**src/rtl/fix_mul_arbiter_if.sv**
```systemverilog
// Requester-side bus of the shared fixed-point multiplier: operand handshake plus
// one-hot response strobe with a shared result/overflow.
interface fix_mul_arbiter_if #(
  parameter int DATA = 16,
  parameter int NREQ = 4
);
  logic [NREQ-1:0]      req_valid;
  logic [NREQ-1:0]      req_ready;
  logic [NREQ*DATA-1:0] req_a;
  logic [NREQ*DATA-1:0] req_b;
  logic [NREQ-1:0]      rsp_valid;
  logic [DATA-1:0]      rsp_data;
  logic                 rsp_ovf;

  modport master (
    output req_valid, req_a, req_b,
    input  req_ready, rsp_valid, rsp_data, rsp_ovf
  );

  modport slave (
    input  req_valid, req_a, req_b,
    output req_ready, rsp_valid, rsp_data, rsp_ovf
  );
endinterface

```
**src/rtl/fix_mul_arbiter.sv**
```systemverilog
// Round-robin front end for one pipelined sign-magnitude Q7.8 multiplier: issues one
// operand pair per cycle, tracks owners in a tag pipe, and truncates/saturates the product.
module fix_mul_arbiter #(
  parameter int DATA    = 16,
  parameter int INTE    = 7,
  parameter int POIN    = 8,
  parameter int NREQ    = 4,
  parameter int MUL_LAT = 3
) (
  input  logic                  clk,
  input  logic                  rst,
  input  logic                  stop,
  output logic                  idle,
  output logic [DATA-1:0]       mul_in1,
  output logic [DATA-1:0]       mul_in2,
  input  logic [2*(DATA-1)-1:0] mul_prod,
  fix_mul_arbiter_if.slave      req_if
);

  localparam int MW  = DATA - 1;
  localparam int PRW = 2 * (DATA - 1);
  localparam int PW  = (NREQ > 1) ? $clog2(NREQ) : 1;

  typedef enum logic [1:0] {RUN, DRAIN, HALT} state_t;

  state_t            state, state_nxt;
  logic [PW-1:0]     ptr;
  logic [NREQ-1:0]   grant;
  logic [PW-1:0]     gnt_id;
  logic              gnt_any;
  logic [PW:0]       idx;
  logic [MUL_LAT:0]  tag_vld_p;
  logic [MUL_LAT:0]  tag_sgn_p;
  logic [PW-1:0]     tag_id_p [MUL_LAT+1];
  logic              pipe_empty;
  logic [MW:0]       rnd_mag;
  logic              op_sgn;

  // Magnitude truncation toward zero; anything above the Q7 integer range saturates.
  function automatic logic [MW:0] sat_mag(input logic [PRW-1:0] prod);
    logic          ovf;
    logic [MW-1:0] m;
    ovf = |prod[PRW-1:2*POIN+INTE];
    m   = ovf ? '1 : prod[2*POIN+INTE-1:POIN];
    return {ovf, m};
  endfunction

  assign pipe_empty       = ~|tag_vld_p;
  assign rnd_mag          = sat_mag(mul_prod);
  assign req_if.req_ready = grant;
  assign op_sgn = req_if.req_a[gnt_id*DATA + DATA-1] ^ req_if.req_b[gnt_id*DATA + DATA-1];

  always_ff @(posedge clk or posedge rst) begin
    if (rst) state <= RUN;
    else     state <= state_nxt;
  end

  always_comb begin
    state_nxt = state;
    case (state)
      RUN:     if (stop) state_nxt = DRAIN;
      DRAIN:   if (!stop) state_nxt = RUN;
               else if (pipe_empty) state_nxt = HALT;
      HALT:    if (!stop) state_nxt = RUN;
      default: state_nxt = RUN;
    endcase
  end

  // Rotating search starting at ptr; only RUN may grant.
  always_comb begin
    grant   = '0;
    gnt_id  = '0;
    gnt_any = 1'b0;
    idx     = '0;
    idle    = (state == HALT);
    for (int k = 0; k < NREQ; k++) begin
      idx = {1'b0, ptr} + (PW+1)'(k);
      if (idx >= (PW+1)'(NREQ)) idx = idx - (PW+1)'(NREQ);
      if (!gnt_any && (state == RUN) && req_if.req_valid[idx[PW-1:0]]) begin
        gnt_any           = 1'b1;
        gnt_id            = idx[PW-1:0];
        grant[idx[PW-1:0]] = 1'b1;
      end
    end
  end

  always_ff @(posedge clk or posedge rst) begin
    if (rst) begin
      ptr       <= '0;
      tag_vld_p <= '0;
    end else begin
      tag_vld_p <= {tag_vld_p[MUL_LAT-1:0], gnt_any};
      if (gnt_any) ptr <= (gnt_id == PW'(NREQ-1)) ? '0 : gnt_id + 1'b1;
    end
  end

  // Stage p0: operands launched to the multiplier, tag enters the pipe.
  always_ff @(posedge clk or posedge rst) begin
    if (rst) begin
      mul_in1 <= '0;
      mul_in2 <= '0;
    end else if (gnt_any) begin
      mul_in1 <= {1'b0, req_if.req_a[gnt_id*DATA +: MW]};
      mul_in2 <= {1'b0, req_if.req_b[gnt_id*DATA +: MW]};
    end
  end

  always_ff @(posedge clk) begin
    tag_id_p[0] <= gnt_id;
    tag_sgn_p   <= {tag_sgn_p[MUL_LAT-1:0], op_sgn};
    for (int i = 1; i <= MUL_LAT; i++) tag_id_p[i] <= tag_id_p[i-1];
  end

  // Stage p(MUL_LAT+1): product captured against its tag; -0 is folded to +0.
  always_ff @(posedge clk or posedge rst) begin
    if (rst) begin
      req_if.rsp_valid <= '0;
      req_if.rsp_data  <= '0;
      req_if.rsp_ovf   <= 1'b0;
    end else begin
      req_if.rsp_valid <= '0;
      if (tag_vld_p[MUL_LAT]) begin
        req_if.rsp_valid[tag_id_p[MUL_LAT]] <= 1'b1;
        req_if.rsp_data <= {tag_sgn_p[MUL_LAT] & (|rnd_mag[MW-1:0]), rnd_mag[MW-1:0]};
        req_if.rsp_ovf  <= rnd_mag[MW];
      end
    end
  end

endmodule

```
**src/flat_wrapper.sv**
```systemverilog
// flat-port wrapper written by rule: the top's interface ports become plain ports
module fix_mul_arbiter_flat 
#(
  parameter int DATA    = 16,
  parameter int INTE    = 7,
  parameter int POIN    = 8,
  parameter int NREQ    = 4,
  parameter int MUL_LAT = 3
)
  (clk, rst, stop, idle, mul_in1, mul_in2, mul_prod, req_if_req_valid, req_if_req_a, req_if_req_b, req_if_req_ready, req_if_rsp_valid, req_if_rsp_data, req_if_rsp_ovf);
  fix_mul_arbiter_if #(.DATA(DATA), .NREQ(NREQ)) req_if_i ();
  input  logic clk;
  input  logic rst;
  input  logic stop;
  output logic idle;
  output logic [DATA-1:0] mul_in1;
  output logic [DATA-1:0] mul_in2;
  input  logic [2*(DATA-1)-1:0] mul_prod;
  input wire logic [$bits(req_if_i.req_valid)-1:0] req_if_req_valid;
  input wire logic [$bits(req_if_i.req_a)-1:0] req_if_req_a;
  input wire logic [$bits(req_if_i.req_b)-1:0] req_if_req_b;
  output wire logic [$bits(req_if_i.req_ready)-1:0] req_if_req_ready;
  output wire logic [$bits(req_if_i.rsp_valid)-1:0] req_if_rsp_valid;
  output wire logic [$bits(req_if_i.rsp_data)-1:0] req_if_rsp_data;
  output wire logic [$bits(req_if_i.rsp_ovf)-1:0] req_if_rsp_ovf;
  assign req_if_i.req_valid = req_if_req_valid;
  assign req_if_i.req_a = req_if_req_a;
  assign req_if_i.req_b = req_if_req_b;
  assign req_if_req_ready = req_if_i.req_ready;
  assign req_if_rsp_valid = req_if_i.rsp_valid;
  assign req_if_rsp_data = req_if_i.rsp_data;
  assign req_if_rsp_ovf = req_if_i.rsp_ovf;
  fix_mul_arbiter #(.DATA(DATA), .INTE(INTE), .POIN(POIN), .NREQ(NREQ), .MUL_LAT(MUL_LAT)) u_core (.clk(clk), .rst(rst), .stop(stop), .idle(idle), .mul_in1(mul_in1), .mul_in2(mul_in2), .mul_prod(mul_prod), .req_if(req_if_i));
endmodule
```
**config.mk**
```make
export PLATFORM = sky130hd
export DESIGN_NAME = fix_mul_arbiter_flat
export DESIGN_NICKNAME = d
export VERILOG_FILES = /design/src/rtl/fix_mul_arbiter_if.sv /design/src/rtl/fix_mul_arbiter.sv /design/src/flat_wrapper.sv
export SDC_FILE = /design/constraint.sdc
export NUM_CORES = 1
export LEC_CHECK = 0
export CAP_MARGIN = 20
export CORE_MARGIN = 8
export CORE_UTILIZATION = 42
export CTS_CLUSTER_SIZE = 30
export DETAILED_ROUTE_END_ITERATION = 6
export PLACE_DENSITY = 0.87
export SLEW_MARGIN = 25
export SYNTH_ARGS = -nofsm -noshare
export SYNTH_HDL_FRONTEND = slang
export SYNTH_SLANG_ARGS = --single-unit
```
**constraint.sdc**
```tcl
create_clock -name clk -period 5.3 [get_ports clk]
set_input_delay 0.795 -clock clk [delete_from_list [all_inputs] [get_ports clk]]
set_output_delay 0.795 -clock clk [all_outputs]
set_load 0.01 [all_outputs]
```
==> impl_metrics.env, run 1 <==
export IMPL_status="complete, no violations"
export IMPL_rrSetupSlack_ps=1600
export IMPL_drtIter0Drc=124
export IMPL_ys_seq_area_frac=0.433
export IMPL_ys_types=54
export IMPL_dr_pass1_iters=4
export IMPL_track_usage=0.185
export IMPL_hold_viol_final=0
export IMPL_clkTransAtPathRegs_ps=70
export IMPL_cp_slowest_cell="dfrtp_1"
export IMPL_synthFlopType="dfrtp_1"
export IMPL_cp_end_kind="primary output"
export IMPL_multi_input_area_mm2=0.00201
export IMPL_finalCriticalPeriod_ps=4270
export IMPL_critPathMaxFanout=17
export IMPL_row_count=35
export IMPL_clock_fmax_ghz=0.234
export IMPL_cts_tree="done"
export IMPL_place_congestion=0.867
export IMPL_clk_insertion_delay_late_ps=330
export IMPL_final_common_cell="clkdlybuf4s50_1"
export IMPL_fin_worst_skew_ps=14.3
export IMPL_coreArea_mm2=0.00920
export IMPL_vias=3531
export IMPL_finalCritPeriodShare=0.805
export IMPL_cts_resized=0
export IMPL_cp_top_family="compound AO/OA/AOI/OAI gates"
export IMPL_fin_nets=704
export IMPL_synth_area_mm2=0.00396
export IMPL_path_buf_inv=2
export IMPL_viasPerCell=5.42
export IMPL_fill_cells=717
export IMPL_clk_path_buf_depth=2
export IMPL_async_flop_share=0.831
export IMPL_antenna_found_initial=0
export IMPL_crit_path_cell_trace="inv_1 > ha_1 > a221o_1 > a2111oi_4 > o21ai_2 > o21ai_0 > clkdlybuf4s50_1"
export IMPL_path_class="register to primary output"
export IMPL_first_global_vias=3868
export IMPL_hold_class="register to register"
export IMPL_powerDensity_mw_per_mm2=529
export IMPL_worst_pin_slew_ps=754
export IMPL_layout_common_cells="clkdlybuf4s50_1, mux2i_1, dfrtp_1"
export IMPL_diodes=0
export IMPL_max_stage_delay_ps=730
export IMPL_grt_pass1_wl_mm=19.0
export IMPL_io_pins=223
export IMPL_dieWidth_um=113
export IMPL_r2r_cells=10
export IMPL_power_leakage_nw=2.38
export IMPL_required_ps=4510
export IMPL_finalPower_mw=3.30
export IMPL_cts_sinks=71
export IMPL_crit_path_start_kind="register"
export IMPL_grt_max_degree=63
export IMPL_synth_seq_cells=71
export IMPL_routed_wl_mm=12.0
export IMPL_worst_r2r_endpoint="u_core.mul_in1[9]"
export IMPL_postCtsSetupBuffers=0
export IMPL_avgSynthCellArea_um2=11.9
export IMPL_start_util=0.431
export IMPL_finalSetupViolations=0
export IMPL_vdd_drop_max_v=0.000366
export IMPL_overflow=0
export IMPL_die_h_um=113
export IMPL_drv_cap=0
export IMPL_cts_root_buf="clkbuf_8"
export IMPL_synth_warnings=0
export IMPL_port_buffers=212
export IMPL_synth_cells=332
export IMPL_cts_max_level=3
export IMPL_crit_end="req_if_req_ready[1]"
export IMPL_wl_per_cell_um=18.5
export IMPL_setup_tns_ps=0
export IMPL_rsz0062_at_grt="no"
export IMPL_drc_errors=0
export IMPL_crit_start="u_core.ptr[0]"
export IMPL_area_growth_pct=57.8
export IMPL_slew_viol_final=0
export IMPL_ctsHoldBuffers=0
export IMPL_cts_inserted_buffers=9
export IMPL_seq_area_mm2=0.00172
export IMPL_utilization=0.680
export IMPL_hold_ws_ps=325
export IMPL_dieArea_mm2=0.0128
export IMPL_drive_above_1_share=0.115
export IMPL_worstReg2RegStart="u_core.ptr[0]"
export IMPL_synth_edf_count=0
export IMPL_slew_headroom=0.497
export IMPL_crit_arrival_ps=3470
export IMPL_hpwl_mm=9.54
export IMPL_crit_cells=7
export IMPL_antenna_left=0
[worst register-to-register path, delay by kind of cell (launching register included)]
kind / cells / cell delay (ps)
buf+inv: 3 / 1000
flops: 1 / 730
compound gates: 3 / 560
fa+ha+maj: 1 / 480
mux: 1 / 420
simple gates: 2 / 390
[flip-flops by register name, indices dropped and copies added (netlist names)]
| name | count |
|---|---|
| u_core.req_if.rsp_data | 16 |
| u_core.mul_in1 | 15 |
| u_core.mul_in2 | 15 |
| u_core.tag_id_p | 8 |
| u_core.req_if.rsp_valid | 4 |
| u_core.tag_sgn_p | 4 |
| u_core.tag_vld_p | 4 |
| u_core.ptr | 2 |
| u_core.state | 2 |
| u_core.req_if.rsp_ovf | 1 |
[how the worst min path moves through the flow]
stage                                from                    end  slack, ps  cells after the start
global route          u_core.tag_sgn_p[0]    u_core.tag_sgn_p[1]        340                      0
finish              u_core.tag_id_p[2][1]  u_core.tag_id_p[3][1]        330                      0
global placement    u_core.tag_id_p[0][1]  u_core.tag_id_p[1][1]        310                      0
CTS                 u_core.tag_id_p[2][1]  u_core.tag_id_p[3][1]        330                      0
detailed placement  u_core.tag_id_p[2][0]  u_core.tag_id_p[3][0]        310                      0
floorplan           u_core.tag_id_p[0][0]  u_core.tag_id_p[1][0]        310                      0
[cell usage after synthesis, drive strengths merged, types with 3 or more instances]
master  number  area [um^2]
buf         17          173
mux2i       66          661
nor2        40          150
nand2        8         30.0
inv         11         46.3
xor2         4         35.0
nor3         3         20.0
ha           4         50.1
o21ai        8         43.8
dfxtp       12          240
a222oi       4         40.0
nor2b        3         18.8
a21oi        5         28.8
o22a        14          123
clkbuf       7         26.3
dfrtp       59         1480
a221oi      29          435
and2         3         18.8
nor4         3         18.8
[metal layers]
layer / vias to the layer above / global-route usage / wire length, um
met4: 0 / 0.0728 / 313
li1: 1661 / - / -
met3: 24 / 0.0714 / 1100
met1: 1696 / 0.195 / 4560
met5: - / 0 / 0
met2: 150 / 0.323 / 6070
[final cells by class]
cell class / count / area share
clock buffers: 10 / 0.0204
clock inverters: 6 / 0.0100
inverters: 12 / 0.00821
multi-input cells: 226 / 0.321
flip-flops and latches: 71 / 0.275
well taps: 111 / 0.0222
repair buffers: 215 / 0.343
[cell families (layout without fill, tap and decap cells)]
| logic type | count (synthesis) | in the layout | share of synthesized area |
|---|---|---|---|
| flops | 71 | 71 | 0.433 |
| buf+inv | 36 | 243 | 0.0632 |
| fa+ha+maj | 4 | 4 | 0.0126 |
| mux | 69 | 69 | 0.181 |
| simple gates | 73 | 73 | 0.0938 |
| xor+xnor | 5 | 5 | 0.0111 |
| other cells | 1 | 2 | 0.000946 |
| compound gates | 73 | 73 | 0.204 |
[per-stage QoR]
step | cells | cell area (um^2) | worst slack (ps)
after floorplan | 333 | 3970 | 2260
final | 651 | 6250 | 1030
after global placement | 635 | 6060 | 1350
after CTS | 651 | 6250 | 1020
after detailed placement | 635 | 6060 | 1240
after global routing | 651 | 6250 | 767
[power by group]
| group | leakage [nW] | internal, mW | switching [mW] | total (mW) |
|---|---|---|---|---|
| Sequential | 0.750 | 0.754 | 0.159 | 0.913 |
| Combinational | 1.54 | 0.971 | 1.01 | 1.98 |
| Clock | 0.0883 | 0.216 | 0.195 | 0.410 |
| Total | 2.38 | 1.94 | 1.36 | 3.30 |
No activity file was read; power rests on OpenSTA's default activity.
==> run 2, diff against run 1 <==
CORE_UTILIZATION = 35   (was 42)
PLACE_DENSITY = 0.77   (was 0.87)
clock period = 3.6 ns   (was 5.3 ns; I/O delays follow)
==> impl_metrics.env, run 2 (synthesized netlist as in run 1, its figures left out) <==
export IMPL_clock_fmax_ghz=0.288
export IMPL_final_area_mm2=0.00650
export IMPL_powerDensity_mw_per_mm2=807
export IMPL_required_ps=3060
export IMPL_finalCritPeriodShare=0.965
export IMPL_coreArea_mm2=0.0112
export IMPL_area_growth_pct=64.0
export IMPL_reg_top3="u_core.req_if.rsp_data x16, u_core.mul_in1 x15, u_core.mul_in2 x15"
export IMPL_dr_pass1_iters=4
export IMPL_cp_end_kind="primary output"
export IMPL_final_cells=692
export IMPL_die_h_um=122
export IMPL_crit_path_start_kind="primary input"
export IMPL_largest_reg_flops=16
export IMPL_cp_top_family="buffers and inverters"
export IMPL_max_stage_delay_ps=570
export IMPL_finalPower_mw=5.24
export IMPL_place_area_mm2=0.00618
export IMPL_hold_ws_ps=322
export IMPL_diodes=0
export IMPL_drtIter0Drc=131
export IMPL_first_global_vias=3814
export IMPL_power_internal_mw=3.18
export IMPL_rsz0062_at_grt="no"
export IMPL_row_count=39
export IMPL_wl_per_cell_um=18.0
export IMPL_track_usage=0.161
export IMPL_drive_above_1_share=0.131
export IMPL_finalSetupViolations=0
export IMPL_layout_common_cells="clkdlybuf4s50_1, mux2i_1, dfrtp_1"
export IMPL_final_common_cell="clkdlybuf4s50_1"
export IMPL_status="complete, no violations"
export IMPL_fill_cells=942
export IMPL_dp_slack_ps=4.39
export IMPL_vias=3516
export IMPL_utilization=0.579
export IMPL_critPathMostFrequentCell="clkdlybuf4s50_1"
export IMPL_largest_register="u_core.req_if.rsp_data"
export IMPL_clk_insertion_delay_late_ps=320
export IMPL_worst_pin_slew_ps=930
export IMPL_cts_max_level=3
export IMPL_cp_slowest_cell="mux4_2"
export IMPL_place_inst=676
export IMPL_grt_max_degree=50
export IMPL_dieWidth_um=122
export IMPL_comb_power_share=0.580
export IMPL_grt_pass1_wl_mm=19.1
export IMPL_crit_path_cell_trace="clkdlybuf4s50_1 > mux4_2 > nor2b_1 > buf_4 > a222oi_1 > o21ai_0 > clkdlybuf4s50_1"
export IMPL_layout_setup_ws_ps=126
export IMPL_io_pins=223
export IMPL_path_buf_inv=3
export IMPL_drc_errors=0
export IMPL_slew_viol_final=0
export IMPL_fin_worst_skew_ps=10.7
export IMPL_hold_viol_final=0
export IMPL_viasPerCell=5.08
export IMPL_clk_path_buf_depth=2
export IMPL_critPathMaxFanout=6
export IMPL_hpwl_mm=9.79
export IMPL_overflow=0
export IMPL_slew_headroom=0.378
export IMPL_path_class="primary input to primary output"
export IMPL_cts_root_buf="clkbuf_16"
export IMPL_cts_sinks=71
export IMPL_vdd_drop_max_v=0.000453
export IMPL_p_clk_frac=0.171
export IMPL_switching_share=0.394
export IMPL_hold_class="register to register"
export IMPL_place_congestion=0.821
export IMPL_dieArea_mm2=0.0150
export IMPL_port_buffers=212
export IMPL_routed_wl_mm=12.5
export IMPL_cts_tree="done"
export IMPL_seq_power_share=0.248
export IMPL_power_leakage_nw=2.51
export IMPL_antenna_left=0
export IMPL_crit_arrival_ps=2930
export IMPL_start_util=0.353
export IMPL_ctsHoldBuffers=0
export IMPL_p_sw_mw=2.07
export IMPL_antenna_found_initial=0
export IMPL_setup_tns_ps=0
export IMPL_clkTransAtPathRegs_ps=60
export IMPL_drv_cap=0
export IMPL_fin_nets=713
export IMPL_finalCriticalPeriod_ps=3470
export IMPL_cts_inserted_buffers=9
[run 2: final timing paths]
| check | from | to | slack [ps] | cells after the start |
|---|---|---|---|---|
| worst max-delay path | req_if_req_valid[0] | req_if_req_ready[1] | 130 | 7 |
| worst min-delay path | u_core.tag_id_p[1][1] | u_core.tag_id_p[2][1] | 320 | 0 |
| worst max register to register | u_core.ptr[1] | u_core.mul_in1[12] | 350 | 9 |
| worst min register to register | u_core.tag_id_p[1][1] | u_core.tag_id_p[2][1] | 320 | 0 |
| max in group asynchronous | rst | u_core.mul_in1[4] | 2150 | 3 |
| min in group asynchronous | rst | u_core.req_if.rsp_data[0] | 610 | 2 |
[run 2: layout make-up]
type / instances / area, um^2 / share of cell area
clock buffer: 11 / 243 / 0.0374
sequential: 71 / 1720 / 0.264
inverter: 12 / 51.3 / 0.00790
clock inverter: 5 / 63.8 / 0.00982
timing repair buffer: 224 / 2230 / 0.343
multi-input combinational: 226 / 2010 / 0.310
tap: 143 / 179 / 0.0275
[run 2: routing by layer]
layer	share of wire	global-route usage
met3	0.089	0.0649
met2	0.49	0.277
met4	0.0082	0.0419
met1	0.41	0.181
met5	0	0
[run 2: power by group through the flow]
stage                     clock network [mW]  registers [mW]  logic, mW
after floorplan                            0            1.35       2.10
after global placement                     0            1.30       3.00
after detailed placement                   0            1.31       3.08
after CTS                              0.928            1.31       3.08
after global routing                   0.960            1.35       3.29
final                                  0.899            1.30       3.04
[run 2: what timing repair did]
| item | in CTS | in global routing |
|---|---|---|
| buffers inserted | 0 | 0 |
| endpoints found under the setup margin | 0 | 4 |
| gates resized for setup | 0 | 4 |
==> run 3, diff against run 2 <==
RECOVER_POWER = 100   (was not set)
==> impl_metrics.env, run 3 (synthesized netlist as in run 1, its figures left out) <==
export IMPL_seq_area_mm2=0.00172
export IMPL_layout_common_cells="clkdlybuf4s50_1, mux2i_1, dfrtp_1"
export IMPL_cts_root_buf="clkbuf_16"
export IMPL_fin_worst_skew_ps=10.7
export IMPL_finalSetupViolations=0
export IMPL_power_leakage_nw=2.41
export IMPL_path_class="primary input to primary output"
export IMPL_reg_top3="u_core.req_if.rsp_data x16, u_core.mul_in1 x15, u_core.mul_in2 x15"
export IMPL_grt_pass1_wl_mm=19.1
export IMPL_coreArea_mm2=0.0112
export IMPL_drive_above_1_share=0.0838
export IMPL_drv_cap=0
export IMPL_slew_viol_final=0
export IMPL_overflow=0
export IMPL_largest_reg_flops=16
export IMPL_vias=3512
export IMPL_slew_headroom=0.279
export IMPL_diodes=0
export IMPL_largest_register="u_core.req_if.rsp_data"
export IMPL_layout_setup_ws_ps=119
export IMPL_io_pins=223
export IMPL_first_global_vias=3814
export IMPL_port_buffers=212
export IMPL_path_buf_inv=3
export IMPL_die_h_um=122
export IMPL_dr_pass1_iters=4
export IMPL_antenna_left=0
export IMPL_cts_max_level=3
export IMPL_fin_nets=713
export IMPL_dieWidth_um=122
export IMPL_critPathMaxFanout=6
export IMPL_max_stage_delay_ps=570
export IMPL_track_usage=0.161
export IMPL_drtIter0Drc=134
export IMPL_start_util=0.353
export IMPL_rsz0062_at_grt="no"
export IMPL_crit_path_cell_trace="clkdlybuf4s50_1 > mux4_2 > nor2b_1 > buf_4 > a222oi_1 > o21ai_0 > clkdlybuf4s50_1"
export IMPL_postCtsSetupBuffers=0
export IMPL_finalCritPeriodShare=0.967
export IMPL_final_cells=692
export IMPL_ctsHoldBuffers=0
export IMPL_place_inst=676
export IMPL_status="complete, no violations"
export IMPL_critPathMostFrequentCell="clkdlybuf4s50_1"
export IMPL_row_count=39
export IMPL_antenna_found_initial=0
export IMPL_crit_arrival_ps=2940
export IMPL_drc_errors=0
export IMPL_multi_input_area_mm2=0.00187
export IMPL_hold_viol_final=0
export IMPL_cp_top_family="buffers and inverters"
export IMPL_crit_path_start_kind="primary input"
export IMPL_hpwl_mm=9.79
export IMPL_final_common_cell="clkdlybuf4s50_1"
export IMPL_cts_sinks=71
export IMPL_cts_tree="done"
export IMPL_dp_slack_ps=4.39
export IMPL_clk_path_buf_depth=2
export IMPL_grt_max_degree=50
export IMPL_place_congestion=0.821
export IMPL_clock_fmax_ghz=0.287
export IMPL_cts_inserted_buffers=9
export IMPL_vdd_drop_max_v=0.000421
export IMPL_area_growth_pct=59.6
export IMPL_required_ps=3060
export IMPL_cp_slowest_cell="mux4_2"
export IMPL_fill_cells=972
export IMPL_clk_insertion_delay_late_ps=320
export IMPL_setup_tns_ps=0
export IMPL_clkTransAtPathRegs_ps=60
export IMPL_hold_class="register to register"
export IMPL_cp_end_kind="primary output"
export IMPL_viasPerCell=5.08
export IMPL_worst_pin_slew_ps=1080
export IMPL_dieArea_mm2=0.0150
export IMPL_routed_wl_mm=12.4
export IMPL_wl_per_cell_um=18.0
export IMPL_finalCriticalPeriod_ps=3480
export IMPL_powerDensity_mw_per_mm2=774
## run 3: metal layers
layer  vias up  GRT usage  share of wire
met5         -          0              0
met4         0     0.0419         0.0082
met3        10     0.0649          0.090
met2       152      0.277           0.49
met1      1666      0.181           0.41
li1       1684          -              -
## run 3: worst reg2reg max path, stage by stage, from the launching register on
cell,delay (ps)
dfrtp_1,370
inv_1,140
ha_2,350
a221o_1,390
a2111oi_4,330
o21ai_2,120
buf_4,180
a21oi_4,540
clkbuf_2,420
a221oi_1,140
## run 3: through the flow
stage	hold slack, ps	total power, mW	utilization	instance area, um^2
4_1_cts	324	5.31	0.578	6480
3_3_place_gp	310	4.30	0.551	6180
2_1_floorplan	310	3.45	-	3970
6_report	320	4.89	0.564	6330
5_1_grt	329	5.24	0.564	6330
3_5_place_dp	312	4.39	0.551	6180
## run 3: report_power, final
part           total (mW)  internal, mW  switching (mW)
Clock               0.897         0.561           0.335
Sequential           1.29          1.11           0.180
Combinational        2.70          1.30            1.40
## run 3: final timing paths
check                                       from                         to  slack [ps]  cells past startpoint
max in group asynchronous                    rst          u_core.mul_in1[5]        1320                      3
hold / removal             u_core.tag_id_p[1][1]      u_core.tag_id_p[2][1]         320                      0
setup reg to reg                   u_core.ptr[1]          u_core.mul_in1[7]         440                      9
setup / recovery             req_if_req_valid[0]        req_if_req_ready[1]         120                      7
min in group asynchronous                    rst  u_core.req_if.rsp_data[0]         930                      2
hold reg to reg            u_core.tag_id_p[1][1]      u_core.tag_id_p[2][1]         320                      0
## run 3: final cells by class
type / count / area share
multi-input cells: 226 / 0.295
well taps: 143 / 0.0283
clock buffers: 11 / 0.0384
inverters: 12 / 0.00811
clock inverters: 5 / 0.0101
repair buffers: 224 / 0.349
flip-flops and latches: 71 / 0.271
## run 3: timing repair
| item | CTS | global route |
|---|---|---|
| endpoints found under the setup margin | 0 | 4 |
| endpoints found under the hold margin | 0 | 0 |
| resized for setup | 0 | 4 |
